[config.mk]
export PLATFORM = sky130hd
export DESIGN_NAME = wb_mem_bridge
export DESIGN_NICKNAME = d
export VERILOG_FILES = /design/src/rtl/wb_bridge_pkg.sv /design/src/rtl/wb_timeout_ctr.sv /design/src/rtl/wb_mem_bridge.sv
export SDC_FILE = /design/constraint.sdc
export NUM_CORES = 1
export LEC_CHECK = 0
export ABC_CLOCK_PERIOD_IN_PS = 6800
export CORE_ASPECT_RATIO = 0.7
export CORE_MARGIN = 2
export CORE_UTILIZATION = 46
export CTS_CLUSTER_SIZE = 12
export DETAILED_ROUTE_END_ITERATION = 6
export PLACE_DENSITY = 0.95
export SLEW_MARGIN = 20
export SYNTH_ARGS = -nofsm -noshare
export SYNTH_HDL_FRONTEND = slang
export SYNTH_SLANG_ARGS = --single-unit
[constraint.sdc]
create_clock -name clk -period 6.8 [get_ports clk]
set_clock_uncertainty 0.05 [all_clocks]
set_input_delay 0.68 -clock clk [delete_from_list [all_inputs] [get_ports clk]]
set_output_delay 0.68 -clock clk [all_outputs]
set_load 0.05 [all_outputs]
[src/rtl/wb_bridge_pkg.sv]
// Shared state encoding and defaults for the CPU-to-Wishbone bridge.
package wb_bridge_pkg;

   typedef enum logic [1:0] {
      IDLE = 2'd0,
      REQ  = 2'd1,
      WAIT = 2'd2,
      DONE = 2'd3
   } bridge_state_t;

   localparam logic [31:0] ERR_RDATA_DEF = 32'hDEAD_BEEF;

endpackage

[src/rtl/wb_timeout_ctr.sv]
// Per-bus-cycle watchdog: cleared when a cycle opens, counts while cyc is high.
module wb_timeout_ctr #(
   parameter int TIMEOUT = 255
) (
   input  logic clk,
   input  logic i_reset,
   input  logic i_start,
   input  logic i_run,
   output logic o_expired
);

   localparam logic [15:0] LAST = 16'(TIMEOUT - 1);

   logic [15:0] cnt;

   always_ff @(posedge clk) begin
      if (i_reset || i_start) cnt <= '0;
      else if (i_run)         cnt <= cnt + 16'd1;
   end

   // Fires in the TIMEOUT-th cycle that cyc is high.
   assign o_expired = i_run && (cnt == LAST);

endmodule

[src/rtl/wb_mem_bridge.sv]
// CPU native memory port to Wishbone B4 pipelined master, one request in
// flight, with a bus-cycle timeout and sticky error capture.
module wb_mem_bridge
   import wb_bridge_pkg::*;
#(
   parameter int              AW        = 32,
   parameter int              DW        = 32,
   parameter logic [AW-1:0]   BASE_ADDR = AW'(32'h8000_0000),
   parameter logic [AW-1:0]   ADDR_MASK = AW'(32'hFFFF_0000),
   parameter int              TIMEOUT   = 255,
   parameter logic [DW-1:0]   ERR_RDATA = DW'(ERR_RDATA_DEF),
   localparam int             SW        = DW / 8
) (
   input  logic          clk,
   input  logic          i_reset,
   input  logic          i_mem_valid,
   input  logic [AW-1:0] i_mem_addr,
   input  logic [DW-1:0] i_mem_wdata,
   input  logic [SW-1:0] i_mem_wstrb,
   output logic          o_mem_ready,
   output logic [DW-1:0] o_mem_rdata,
   output logic          o_wb_cyc,
   output logic          o_wb_stb,
   output logic          o_wb_we,
   output logic [AW-1:0] o_wb_addr,
   output logic [DW-1:0] o_wb_data,
   output logic [SW-1:0] o_wb_sel,
   input  logic          i_wb_ack,
   input  logic          i_wb_err,
   input  logic          i_wb_stall,
   input  logic [DW-1:0] i_wb_data,
   output logic          o_sel,
   output logic          o_err_flag,
   output logic [AW-1:0] o_err_addr,
   output logic          o_err_timeout,
   input  logic          i_err_clr
);

   bridge_state_t state, state_d;

   logic [AW-1:0] addr_q;
   logic [DW-1:0] data_q;
   logic [SW-1:0] sel_q;
   logic          we_q;
   logic          start, respond, bus_ack, bus_err;
   logic          expired, tmo, fail, done;

   assign o_sel = i_mem_valid && ((i_mem_addr & ADDR_MASK) == BASE_ADDR);

   assign o_wb_cyc  = (state == REQ) || (state == WAIT);
   assign o_wb_stb  = (state == REQ);
   assign o_wb_we   = o_wb_cyc && we_q;
   assign o_wb_addr = addr_q;
   assign o_wb_data = data_q;
   assign o_wb_sel  = sel_q;

   assign start = (state == IDLE) && o_sel;

   // A stalled strobe has not been accepted, so no response can belong to it.
   assign respond = (state == WAIT) || ((state == REQ) && !i_wb_stall);
   assign bus_err = respond && i_wb_err;
   assign bus_ack = respond && i_wb_ack && !i_wb_err;
   assign tmo     = expired && !bus_ack && !bus_err;
   assign fail    = bus_err || tmo;
   assign done    = bus_ack || fail;

   wb_timeout_ctr #(
      .TIMEOUT (TIMEOUT)
   ) u_tmo (
      .clk       (clk),
      .i_reset   (i_reset),
      .i_start   (start),
      .i_run     (o_wb_cyc),
      .o_expired (expired)
   );

   always_comb begin
      state_d = state;
      unique case (state)
         IDLE:    if (o_sel) state_d = REQ;
         REQ:     if (done) state_d = DONE;
                  else if (!i_wb_stall) state_d = WAIT;
         WAIT:    if (done) state_d = DONE;
         DONE:    state_d = IDLE;
         default: state_d = IDLE;
      endcase
   end

   always_ff @(posedge clk) begin
      if (i_reset) begin
         state         <= IDLE;
         o_mem_ready   <= 1'b0;
         o_mem_rdata   <= '0;
         o_err_flag    <= 1'b0;
         o_err_addr    <= '0;
         o_err_timeout <= 1'b0;
      end else begin
         state       <= state_d;
         o_mem_ready <= done;
         if (done)
            o_mem_rdata <= fail ? ERR_RDATA : (we_q ? '0 : i_wb_data);
         // A new error outranks a simultaneous clear.
         if (fail) begin
            o_err_flag    <= 1'b1;
            o_err_timeout <= (o_err_timeout && !i_err_clr) || tmo;
            if (!o_err_flag || i_err_clr) o_err_addr <= addr_q;
         end else if (i_err_clr) begin
            o_err_flag    <= 1'b0;
            o_err_timeout <= 1'b0;
            o_err_addr    <= '0;
         end
      end
   end

   always_ff @(posedge clk) begin
      if (start) begin
         addr_q <= i_mem_addr;
         data_q <= i_mem_wdata;
         we_q   <= |i_mem_wstrb;
         sel_q  <= (|i_mem_wstrb) ? i_mem_wstrb : '1;
      end
   end

endmodule
==> summary.md <==
| Metric | Value |
|---|---|
| Status | `completed` |
| Max Fclk | `259 MHz` |
| Arrival time of the worst setup path | `3.13 ns` |
| CTS tree | `done` |
| Mapped Area | `0.00587 mm²` |
| Die Y | `98.5 µm` |
| FF-to-FF Start | `state[1]$_SDFFE_PP0P_` |
| Antenna Nets Post-Route | `0` |
| Internal | `1.65 mW` |
| Largest net degree at the start of global routing | `97` |
| Synth area leaders | `edfxtp_1, dfxtp_1, a21oi_1` |
| Setup Fix Bufs, Post-CTS | `0` |
| R2R Setup Slk | `4.26 ns` |
| Syn Nets | `607` |
| Final core occ | `72.5%` |
| Number of CTS-inserted buffers | `17` |
| RR Endpoint | `o_err_addr[25]$_SDFFE_PP0P_` |
| Tcrit/Tclk final | `56.7%` |
| Pwr per Cell Area | `256 mW/mm²` |
| Synth top cells by count | `dfxtp_1, edfxtp_1, a21oi_1, inv_1` |
| CTS sink cnt | `154` |
| Sequential share of the synthesized area | `64.3%` |
| Die area | `0.0137 mm²` |
| Top FF cell, synth | `dfxtp_1` |
| Finished Layout Cells | `902` |
| DP HPWL | `11.3 mm` |
| Worst slew margin | `31.3%` |
| Worst Setup Start Kind | `input pin` |
| Final setup viols | `0` |
| Total power | `2.31 mW` |
| Vias in the first global route | `4912` |
| Max rail drop VDD | `0.220 mV` |
| Critical Path RT | `6.07 ns` |
| Starting DRC count in detailed routing | `227` |
| Port Buf Inserts | `245` |
| Fraction of synthesis flops using an asynchronous set or reset pin | `0%` |
| Core area | `0.0124 mm²` |
| Ports | `246` |
| Switch Pwr | `0.661 mW` |
| Clock Path Buffers | `2` |
| Gate power share | `17.4%` |
| RSZ-0062 raised after global routing | `no` |
| DRC viols | `0` |
| GRT overflow | `0` |
| Cts hold-fix bufs | `0` |
| Synth cell types | `41` |
| Largest fanout on the critical path | `3` |
| Clock Power Share | `38.1%` |
| Syn. warnings | `0` |
| Initial antenna violation count | `0` |
| Most frequent cell after synthesis | `dfxtp_1` |
| Slew @ Worst Pin | `1.03 ns` |
| Routed len/inst | `17.6 µm` |
| Dpl cells | `869` |
| Root Driver | `clkbuf_16` |
| N_diodes | `0` |
| Final nets | `840` |
| HP Start | `o_err_timeout$_SDFFE_PP0P_` |
| Leak | `3.16 nW` |
| Hold path endpoint | `o_err_timeout$_SDFFE_PP0P_` |
| Sequential power share | `44.4%` |
| Max-cap violations | `0` |
| Area leader, netlist | `edfxtp_1` |
| R2r worst-path depth | `7` |
| Die X-Extent | `139 µm` |
| Pins Over Slew Limit | `0` |
| Final Hold Viols | `0` |
| Worst Hold Class | `reg -> reg` |
| Vias per std cell | `5.32` |
| Drt total wl | `15.8 mm` |
| All-Layer GR Usage | `22.8%` |
| Post-CTS Resized | `0` |
| Htree depth | `4` |
| Top-area cell type share of the netlist area | `35.3%` |
| Worst Hold Depth | `2` |
| Clock slew at the register clock pins of the worst setup and hold paths | `0.06 ns` |
| Gpl congestion | `0.836` |
| DRT Pass-1 Iters | `4` |
| Cells after Synth | `494` |
| Worst skew pair latency | `0.41 ns` |
| Row count | `34` |
| CP Capture Type | `output pin` |
| Via count | `4798` |
| Area growth, synth to finish | `53.3%` |
| Initial Utilization | `47.3%` |
| Setup TNS | `0 ns` |
| First-pass GRT wire length | `24.8 mm` |
| Number of synthesized flops with an enable pin | `69` |
| Switching Fraction | `28.6%` |
| Fin crit period | `3.86 ns` |
| Register bit total from synthesis | `154` |
| Layout cell share with drive strength beyond 1 | `10.7%` |
| Syn avg cell area | `11.9 µm²` |
| Kind of critical path | `in -> out` |
[layout make-up]
cell class / count / area [µm²]
Tap cell: 162 / 203
Fill cell: 828 / 3420
Timing Repair Buffer: 250 / 2490
Inverter: 37 / 139
Multi-Input combinational cell: 267 / 1830
Clock buffer: 17 / 425
Clock inverter: 15 / 134
Sequential cell: 154 / 3770
[power groups by stage]
stage	Sequential, mW	Combinational, mW	Clock [mW]
2_1_floorplan	1.14	0.143	0
3_3_place_gp	1.04	0.390	0
3_5_place_dp	1.04	0.403	0
4_1_cts	1.03	0.404	0.897
5_1_grt	1.03	0.424	0.944
6_report	1.03	0.403	0.880
[worst max-delay path: stages]
cell	delay (ns)
clkdlybuf4s50_1	0.45
or4_4	0.58
nor4_1	0.47
clkdlybuf4s50_1	0.95
[registers in the layout, summed over array words and instances, names as in the netlist, 2 cells and up]
register     cells
o_err_addr      32
o_mem_rdata     32
o_wb_sel         4
u_tmo.cnt       16
state            2
o_wb_addr       32
o_wb_data       32
[per-layer routing]
metal	share of wire, %	track usage (%)	vias to the layer above
met5	0	0	-
met4	2.5	8.62	0
met3	7.8	8.50	32
met2	52	40.4	207
met1	37	25.2	2294
li1	-	-	2265
[cells in the final DEF (no fill, tap or decap), types with 2 or more instances in the layout]
master           Yosys  routed
nor2b_1              4       4
or2_2                4       4
xnor2_1              4       4
nor4_1               5       5
a21oi_1             60      60
clkdlybuf4s50_1      0     244
or4_1                2       2
and3_1               2       2
a21o_1               2       2
xor2_1              11      11
ha_1                 6       6
nand2b_1             3       3
clkinv_4             0       3
inv_8                0       2
nor2_1              29      28
edfxtp_1            69      69
clkbuf_16            0      17
and4_1               2       2
nand2_1              8       8
a211oi_1             2       2
nand4_1              7       7
o21ai_0              2       2
nor3_1               2       2
dfxtp_1             85      85
or3b_2              32      32
inv_6                0       6
buf_4                1       4
o32ai_1             32      32
inv_1               37      37
nor3b_1             32      32
nand3_1              3       3
[worst max path at each step]
| stage | slack, ns | cells after the start | to | start |
|---|---|---|---|---|
| floorplan | 1.64 | 3 | o_wb_addr[0]$_DFFE_PP_ | i_mem_addr[24] |
| global placement | 2.96 | 4 | o_sel | i_mem_addr[20] |
| detailed placement | 2.98 | 4 | o_sel | i_mem_addr[20] |
| CTS | 2.96 | 4 | o_sel | i_mem_addr[20] |
| global route | 2.88 | 5 | o_sel | i_mem_addr[19] |
| finish | 2.94 | 4 | o_sel | i_mem_addr[24] |
[through the flow]
stage          hold WS (ns)  setup slack, ns  cell area (µm²)
3_5_place_dp          0.419             2.98             8430
3_3_place_gp          0.408             2.96             8430
6_report              0.430             2.94             9000
5_1_grt               0.476             2.88             9000
2_1_floorplan         0.422             1.64             5870
4_1_cts               0.432             2.96             8980
[kinds of logic after synthesis]
logic type      count (synthesis)  synth area share (%)
flops                         154                  64.3
simple gates                  141                  15.8
compound gates                105                  11.6
buf+inv                        73                  4.79
xor+xnor                       15                  2.24
fa+ha+maj                       6                  1.28
Note: power is estimated with default switching activity, not from simulation.
